<file path="config.mk">
export PLATFORM = sky130hd
export DESIGN_NAME = time_set_ctrl_flat
export DESIGN_NICKNAME = d
export VERILOG_FILES = /design/src/rtl/time_set_ctrl_pkg.sv /design/src/rtl/time_set_ctrl_if.sv /design/src/rtl/time_set_ctrl_field_adj.sv /design/src/rtl/time_set_ctrl.sv /design/src/flat_wrapper.sv
export SDC_FILE = /design/constraint.sdc
export NUM_CORES = 1
export LEC_CHECK = 0
export BUFFER_PORTS_ARGS = -buffer_cell sky130_fd_sc_hd__buf_4
export CORE_MARGIN = 4
export CORE_UTILIZATION = 55
export DETAILED_ROUTE_END_ITERATION = 8
export PLACE_DENSITY = 0.75
export SYNTH_ARGS = -nofsm -noshare
export SYNTH_HDL_FRONTEND = slang
export SYNTH_HIERARCHICAL = 1
export SYNTH_SLANG_ARGS = --single-unit
export TNS_END_PERCENT = 10
</file>
<file path="constraint.sdc">
create_clock -name clk -period 3 [get_ports clk]
set_input_delay 0.15 -clock clk [delete_from_list [all_inputs] [get_ports clk]]
set_output_delay 0.15 -clock clk [all_outputs]
set_load 0.02 [all_outputs]
</file>
<file path="src/rtl/time_set_ctrl_pkg.sv">
// time_set_ctrl_pkg: shared field limits, state encoding and field-select decode for the time-set controller
package time_set_ctrl_pkg;
  localparam int TW = 6;
  localparam logic [TW-1:0] HOUR_MAX = 6'd23;
  localparam logic [TW-1:0] MINUTE_MAX = 6'd59;
  localparam logic [TW-1:0] SECOND_MAX = 6'd59;
  typedef enum logic [2:0] {
    RUN = 3'd0,
    SET_HOUR = 3'd1,
    SET_MIN = 3'd2,
    SET_SEC = 3'd3,
    COMMIT = 3'd4
  } state_t;
  function automatic logic [1:0] sel_of(state_t s);
    return (s == SET_HOUR) ? 2'd1 : (s == SET_MIN) ? 2'd2 : (s == SET_SEC) ? 2'd3 : 2'd0;
  endfunction
endpackage

</file>
<file path="src/rtl/time_set_ctrl_if.sv">
// time_set_ctrl_if: keys and live time in, counter control, commit values and display out
interface time_set_ctrl_if;
  import time_set_ctrl_pkg::*;
  logic key_mode, key_inc, key_dec;
  logic [TW-1:0] cur_hour, cur_minute, cur_second;
  logic run_en, load, blink_on;
  logic [TW-1:0] load_hour, load_minute, load_second;
  logic [TW-1:0] disp_hour, disp_minute, disp_second;
  logic [1:0] field_sel;
  modport master (
    output key_mode, key_inc, key_dec, cur_hour, cur_minute, cur_second,
    input run_en, load, blink_on, load_hour, load_minute, load_second,
    input disp_hour, disp_minute, disp_second, field_sel
  );
  modport slave (
    input key_mode, key_inc, key_dec, cur_hour, cur_minute, cur_second,
    output run_en, load, blink_on, load_hour, load_minute, load_second,
    output disp_hour, disp_minute, disp_second, field_sel
  );
endinterface

</file>
<file path="src/rtl/time_set_ctrl_field_adj.sv">
// field_adj: wrapping increment/decrement of one time field; both keys together leave it unchanged
module field_adj
  import time_set_ctrl_pkg::*;
(
  input  logic [TW-1:0] i_value,
  input  logic [TW-1:0] i_max,
  input  logic          i_inc,
  input  logic          i_dec,
  output logic [TW-1:0] o_next
);
  always_comb
    o_next = (i_inc & ~i_dec) ? ((i_value == i_max) ? '0 : i_value + 1'b1) :
             (i_dec & ~i_inc) ? ((i_value == '0) ? i_max : i_value - 1'b1) : i_value;
endmodule

</file>
<file path="src/rtl/time_set_ctrl.sv">
// time_set_ctrl: clock time-set FSM with field editing, blink of the selected field and idle timeout
module time_set_ctrl
  import time_set_ctrl_pkg::*;
#(
  parameter int BLINK_HALF = 24_999_999,
  parameter int TIMEOUT_HALVES = 20
) (
  input logic clk,
  input logic rst,
  time_set_ctrl_if.slave bus
);
  localparam int CW = $clog2(BLINK_HALF + 1);
  localparam int IW = $clog2(TIMEOUT_HALVES + 1);
  localparam logic [CW-1:0] C_LAST = CW'(BLINK_HALF);
  localparam logic [IW-1:0] I_LAST = IW'(TIMEOUT_HALVES - 1);
  state_t r_state, w_next;
  logic [CW-1:0] r_cnt;
  logic [IW-1:0] r_idle;
  logic r_blink, r_run_en, r_load;
  logic [1:0] r_sel;
  logic [TW-1:0] r_eh, r_em, r_es, r_lh, r_lm, r_ls, w_h, w_m, w_s;
  logic w_set, w_key, w_tick, w_timeout;
  always_comb begin
    w_set = r_state inside {SET_HOUR, SET_MIN, SET_SEC};
    w_key = bus.key_mode | bus.key_inc | bus.key_dec;
    w_tick = w_set & ~w_key & (r_cnt == C_LAST);
    w_timeout = w_tick & (r_idle == I_LAST);
    w_next = r_state;
    case (r_state)
      RUN:      w_next = bus.key_mode ? SET_HOUR : RUN;
      SET_HOUR: w_next = bus.key_mode ? SET_MIN : w_timeout ? RUN : SET_HOUR;
      SET_MIN:  w_next = bus.key_mode ? SET_SEC : w_timeout ? RUN : SET_MIN;
      SET_SEC:  w_next = bus.key_mode ? COMMIT : w_timeout ? RUN : SET_SEC;
      default:  w_next = RUN;
    endcase
  end
  // a key_mode press wins over inc/dec, so adjusts are gated off in that cycle
  field_adj u_hour (
    .i_value(r_eh), .i_max(HOUR_MAX),
    .i_inc(bus.key_inc & ~bus.key_mode & (r_state == SET_HOUR)),
    .i_dec(bus.key_dec & ~bus.key_mode & (r_state == SET_HOUR)),
    .o_next(w_h)
  );
  field_adj u_minute (
    .i_value(r_em), .i_max(MINUTE_MAX),
    .i_inc(bus.key_inc & ~bus.key_mode & (r_state == SET_MIN)),
    .i_dec(bus.key_dec & ~bus.key_mode & (r_state == SET_MIN)),
    .o_next(w_m)
  );
  field_adj u_second (
    .i_value(r_es), .i_max(SECOND_MAX),
    .i_inc(bus.key_inc & ~bus.key_mode & (r_state == SET_SEC)),
    .i_dec(bus.key_dec & ~bus.key_mode & (r_state == SET_SEC)),
    .o_next(w_s)
  );
  always_ff @(posedge clk)
    if (!rst) r_state <= RUN;
    else r_state <= w_next;
  always_ff @(posedge clk)
    if (!rst) {r_eh, r_em, r_es} <= '0;
    else if (r_state == RUN && bus.key_mode) {r_eh, r_em, r_es} <= {bus.cur_hour, bus.cur_minute, bus.cur_second};
    else {r_eh, r_em, r_es} <= {w_h, w_m, w_s};
  // outputs are registered from the next state so they line up with r_state
  always_ff @(posedge clk)
    if (!rst) begin
      r_run_en <= 1'b1;
      r_load <= 1'b0;
      r_sel <= 2'd0;
      {r_lh, r_lm, r_ls} <= '0;
    end else begin
      r_run_en <= w_next == RUN;
      r_load <= w_next == COMMIT;
      r_sel <= sel_of(w_next);
      if (w_next == COMMIT) {r_lh, r_lm, r_ls} <= {r_eh, r_em, r_es};
    end
  always_ff @(posedge clk)
    if (!rst || !w_set || w_key || w_timeout) begin
      r_cnt <= '0;
      r_idle <= '0;
      r_blink <= 1'b1;
    end else if (w_tick) begin
      r_cnt <= '0;
      r_idle <= r_idle + 1'b1;
      r_blink <= ~r_blink;
    end else r_cnt <= r_cnt + 1'b1;
  always_comb begin
    bus.run_en = r_run_en;
    bus.load = r_load;
    bus.field_sel = r_sel;
    bus.blink_on = r_blink;
    bus.load_hour = r_lh;
    bus.load_minute = r_lm;
    bus.load_second = r_ls;
    bus.disp_hour = (r_state == RUN) ? bus.cur_hour : r_eh;
    bus.disp_minute = (r_state == RUN) ? bus.cur_minute : r_em;
    bus.disp_second = (r_state == RUN) ? bus.cur_second : r_es;
  end
endmodule

</file>
<file path="src/flat_wrapper.sv">
// flat-port wrapper written by rule: the top's interface ports become plain ports
module time_set_ctrl_flat import time_set_ctrl_pkg::*;
#(
  parameter int BLINK_HALF = 24_999_999,
  parameter int TIMEOUT_HALVES = 20
)
  (clk, rst, bus_key_mode, bus_key_inc, bus_key_dec, bus_cur_hour, bus_cur_minute, bus_cur_second, bus_run_en, bus_load, bus_blink_on, bus_load_hour, bus_load_minute, bus_load_second, bus_disp_hour, bus_disp_minute, bus_disp_second, bus_field_sel);
  time_set_ctrl_if bus_i ();
  input logic clk;
  input logic rst;
  input wire logic [$bits(bus_i.key_mode)-1:0] bus_key_mode;
  input wire logic [$bits(bus_i.key_inc)-1:0] bus_key_inc;
  input wire logic [$bits(bus_i.key_dec)-1:0] bus_key_dec;
  input wire logic [$bits(bus_i.cur_hour)-1:0] bus_cur_hour;
  input wire logic [$bits(bus_i.cur_minute)-1:0] bus_cur_minute;
  input wire logic [$bits(bus_i.cur_second)-1:0] bus_cur_second;
  output wire logic [$bits(bus_i.run_en)-1:0] bus_run_en;
  output wire logic [$bits(bus_i.load)-1:0] bus_load;
  output wire logic [$bits(bus_i.blink_on)-1:0] bus_blink_on;
  output wire logic [$bits(bus_i.load_hour)-1:0] bus_load_hour;
  output wire logic [$bits(bus_i.load_minute)-1:0] bus_load_minute;
  output wire logic [$bits(bus_i.load_second)-1:0] bus_load_second;
  output wire logic [$bits(bus_i.disp_hour)-1:0] bus_disp_hour;
  output wire logic [$bits(bus_i.disp_minute)-1:0] bus_disp_minute;
  output wire logic [$bits(bus_i.disp_second)-1:0] bus_disp_second;
  output wire logic [$bits(bus_i.field_sel)-1:0] bus_field_sel;
  assign bus_i.key_mode = bus_key_mode;
  assign bus_i.key_inc = bus_key_inc;
  assign bus_i.key_dec = bus_key_dec;
  assign bus_i.cur_hour = bus_cur_hour;
  assign bus_i.cur_minute = bus_cur_minute;
  assign bus_i.cur_second = bus_cur_second;
  assign bus_run_en = bus_i.run_en;
  assign bus_load = bus_i.load;
  assign bus_blink_on = bus_i.blink_on;
  assign bus_load_hour = bus_i.load_hour;
  assign bus_load_minute = bus_i.load_minute;
  assign bus_load_second = bus_i.load_second;
  assign bus_disp_hour = bus_i.disp_hour;
  assign bus_disp_minute = bus_i.disp_minute;
  assign bus_disp_second = bus_i.disp_second;
  assign bus_field_sel = bus_i.field_sel;
  time_set_ctrl #(.BLINK_HALF(BLINK_HALF), .TIMEOUT_HALVES(TIMEOUT_HALVES)) u_core (.clk(clk), .rst(rst), .bus(bus_i));
endmodule
</file>
==> results_dict.tcl <==
set metrics [dict create \
    synth_seq_cells 74 \
    drv_slew 0 \
    holdPathEnd "u_core/r_es[3]" \
    irDropWorstVdd_v 0.000294 \
    grt_pass1_wl_um 20200 \
    first_pass_iters 6 \
    numPortBuffers 63 \
    hold_viol_final 0 \
    grt_usage_pct 23.8 \
    fin_cells 806 \
    worst_slew_pin_slew_ns 0.714 \
    yosysTopAreaCellShare_pct 30.5 \
    route.detailed.drc 0 \
    grt_pass1_vias 4311 \
    fin_hold_ws_ns 0.0458 \
    cts_resized 0 \
    r2r_setup_slack_ns 0.58 \
    cts_setup_buffers 0 \
    syn_area_mm2 0.00486 \
    synth_edf_count 0 \
    clock-sinks 74 \
    cts_tree "built" \
    cts-buffers-inserted 9 \
    min_path_cells 3 \
    yosysSeqAreaShare_pct 30.5 \
    clock.fmax_mhz 394 \
    timing.final.crit_period_ns 2.54 \
    ctsRootBufferMaster "clkbuf_8" \
    worstSetupPathType "register to output pin" \
    end_kind "output pin" \
    h-tree-depth 3 \
    hold_path.class "input pin to register" \
    drive_gt1_share_pct 20.2 \
    r2r_start "u_core/r_state[2]" \
    dp_hpwl_um 8470 \
    relSlewSlack_pct 52.4 \
    yosys_most_used_dff "dfxtp_1" \
    async_flop_share_pct 0 \
    rows 34 \
    die_area_mm2 0.0104 \
    status "completed" \
    required_ns 2.85 \
    antenna_cells 0 \
    start_kind "register" \
    placed_cells 789 \
    nNetsFinal 727 \
    wl_um 12000 \
    fin_tns_setup_ns 0 \
    wire_per_inst_um 14.9 \
    ios 64 \
    routabilityCongestion 0.894 \
    final_cell_mix "nand2_1 (101), dfxtp_1 (74), buf_4 (73), nor2_1 (59), a21oi_1 (46)" \
    ff2ff_path_depth 9 \
    synth_top_area_cell "dfxtp_1" \
    final_common_cell "nand2_1" \
    netlist_instances 611 \
    arrival_ns 2.39 \
    ys.warnings.count 6 \
    vias 4506 \
    grt_max_degree 40 \
    drv_cap 0 \
    clk_pin_slew_ns 0.09 \
    power.leakage_uw 0.00214 \
    viasPerCell 5.59 \
    hp-start "bus_cur_second[3]" \
    worstPathMaxFanout 11 \
    syn_avg_cell_area_um2 7.95 \
    antenna_found_initial 0 \
    dieHeight_um 102 \
    clk_latency_ns 0.35 \
    die_w_um 102 \
    drt_iter0_markers 239 \
    rsz0062_at_grt "no" \
    syn2layout_area_growth_pct 16.3 \
    finClkSkew_ns 0.0107 \
    ys_top_cells_by_area "dfxtp_1 (31%), nand2_1 (7.8%), xnor2_1 (6.1%)" \
    core-area_mm2 0.00864 \
    rr_endpoint "u_core/r_em[5]" \
    post-route-period-util_pct 84.5 \
    synthDistinctLibCells 67 \
    postRouteAntennaNets 0 \
    start_util_pct 56.2 \
    overflow 0 \
    power.density_mw_per_mm2 426 \
    finalSetupViolations 0 \
    clk_path_buf_depth 2 \
]
## per-stage QoR
stage	utilization (%)	cell area, µm²	power (µW)	setup slack [ns]
final	65.4	5650	2410	0.464
after floorplan	-	4990	1460	0.800
after global routing	65.4	5650	2520	0.236
after detailed placement	62.9	5440	1610	0.627
after CTS	65.4	5650	2420	0.439
after global placement	62.9	5440	1600	0.697
## Yosys cell counts, types with 3 or more instances
| cell | n |
|---|---|
| xnor2_1 | 34 |
| and2_1 | 3 |
| nand3_1 | 26 |
| o21ai_0 | 13 |
| buf_6 | 7 |
| o211ai_1 | 5 |
| a21oi_1 | 46 |
| nor3_4 | 3 |
| o22ai_1 | 7 |
| inv_1 | 16 |
| buf_2 | 9 |
| and3_2 | 5 |
| mux2_2 | 21 |
| o21bai_1 | 3 |
| a31oi_1 | 8 |
| nor3_1 | 8 |
| nand2b_1 | 10 |
| nand2_1 | 101 |
| o31ai_1 | 4 |
| nor2b_1 | 7 |
| and3_1 | 7 |
| mux2i_1 | 6 |
| nor2_1 | 59 |
| and4_1 | 4 |
| dfxtp_1 | 74 |
| nor2_2 | 4 |
| clkbuf_1 | 16 |
| buf_4 | 5 |
| xor2_1 | 20 |
| nand4_1 | 14 |
| nand3b_1 | 4 |
| nor3_2 | 3 |
| ha_1 | 11 |
## area by class of cell
type | count | area [µm²]
Fill cell | 794 | 2990
Tap cell | 108 | 135
Clock inverter | 7 | 76.3
Inverter | 17 | 63.8
Sequential cell | 74 | 1480
Multi-Input combinational cell | 517 | 3210
Timing Repair Buffer | 74 | 558
Clock buffer | 9 | 124
## logic make-up after synthesis
family                   share of synthesized area (%)
buffers and inverters                             6.16
flip-flops                                        30.5
AO/OA/AOI/OAI                                     14.1
XOR/XNOR                                          9.74
AND/OR/NAND/NOR                                   30.4
adder cells (fa/ha/maj)                           2.83
multiplexers                                      6.11
other                                            0.155
## sequential cells by signal (all words and copies together), names as in the netlist
name,cells
u_core/bus.blink_on,1
u_core/bus.field_sel,2
u_core/bus.load,1
u_core/bus.load_hour,6
u_core/bus.load_minute,6
u_core/bus.load_second,6
u_core/bus.run_en,1
u_core/r_cnt,25
u_core/r_eh,6
u_core/r_em,6
u_core/r_es,6
u_core/r_idle,5
u_core/r_state,3
## power breakdown
part	leakage, µW	switching, µW	internal (µW)
Sequential	0.000600	60.5	1010
Combinational	0.00144	289	240
Clock	0.0000966	419	392
Total	0.00214	768	1640
## what timing repair did
action                                  CTS  global route
hold buffers                              1             0
hold endpoints to repair                  1             0
endpoints found under the setup margin    0             0
## worst max-delay path: stages (launching register included)
cell	delay, ns
dfxtp_1	0.34
or2_2	0.36
nor2_2	0.50
buf_4	0.32
mux2_2	0.36
buf_4	0.16
## per-layer routing
metal / wire (µm) / share of wire, % / track usage, % / vias to the layer above
met5: 0 / 0 / 0 / -
met1: 5320 / 44 / 31.1 / 2121
met3: 598 / 5.0 / 3.69 / 7
met4: 85 / 0.71 / 5.45 / 0
met2: 5990 / 50 / 41.4 / 126
li1: - / - / - / 2252
## how the worst max path moves through the flow
| stage | start | end | slack [ns] | cells after the start |
|---|---|---|---|---|
| 2_1_floorplan | u_core/r_state[2] | u_core/r_em[5] | 0.80 | 10 |
| 3_3_place_gp | u_core/r_state[2] | u_core/r_em[5] | 0.70 | 9 |
| 3_5_place_dp | u_core/r_state[2] | u_core/r_em[5] | 0.63 | 9 |
| 4_1_cts | u_core/r_state[1] | bus_disp_hour[4] | 0.44 | 5 |
| 5_1_grt | bus_key_mode | u_core/r_es[5] | 0.24 | 11 |
| 6_report | u_core/r_state[1] | bus_disp_hour[4] | 0.46 | 5 |
Note: power is estimated with default switching activity, not from simulation.
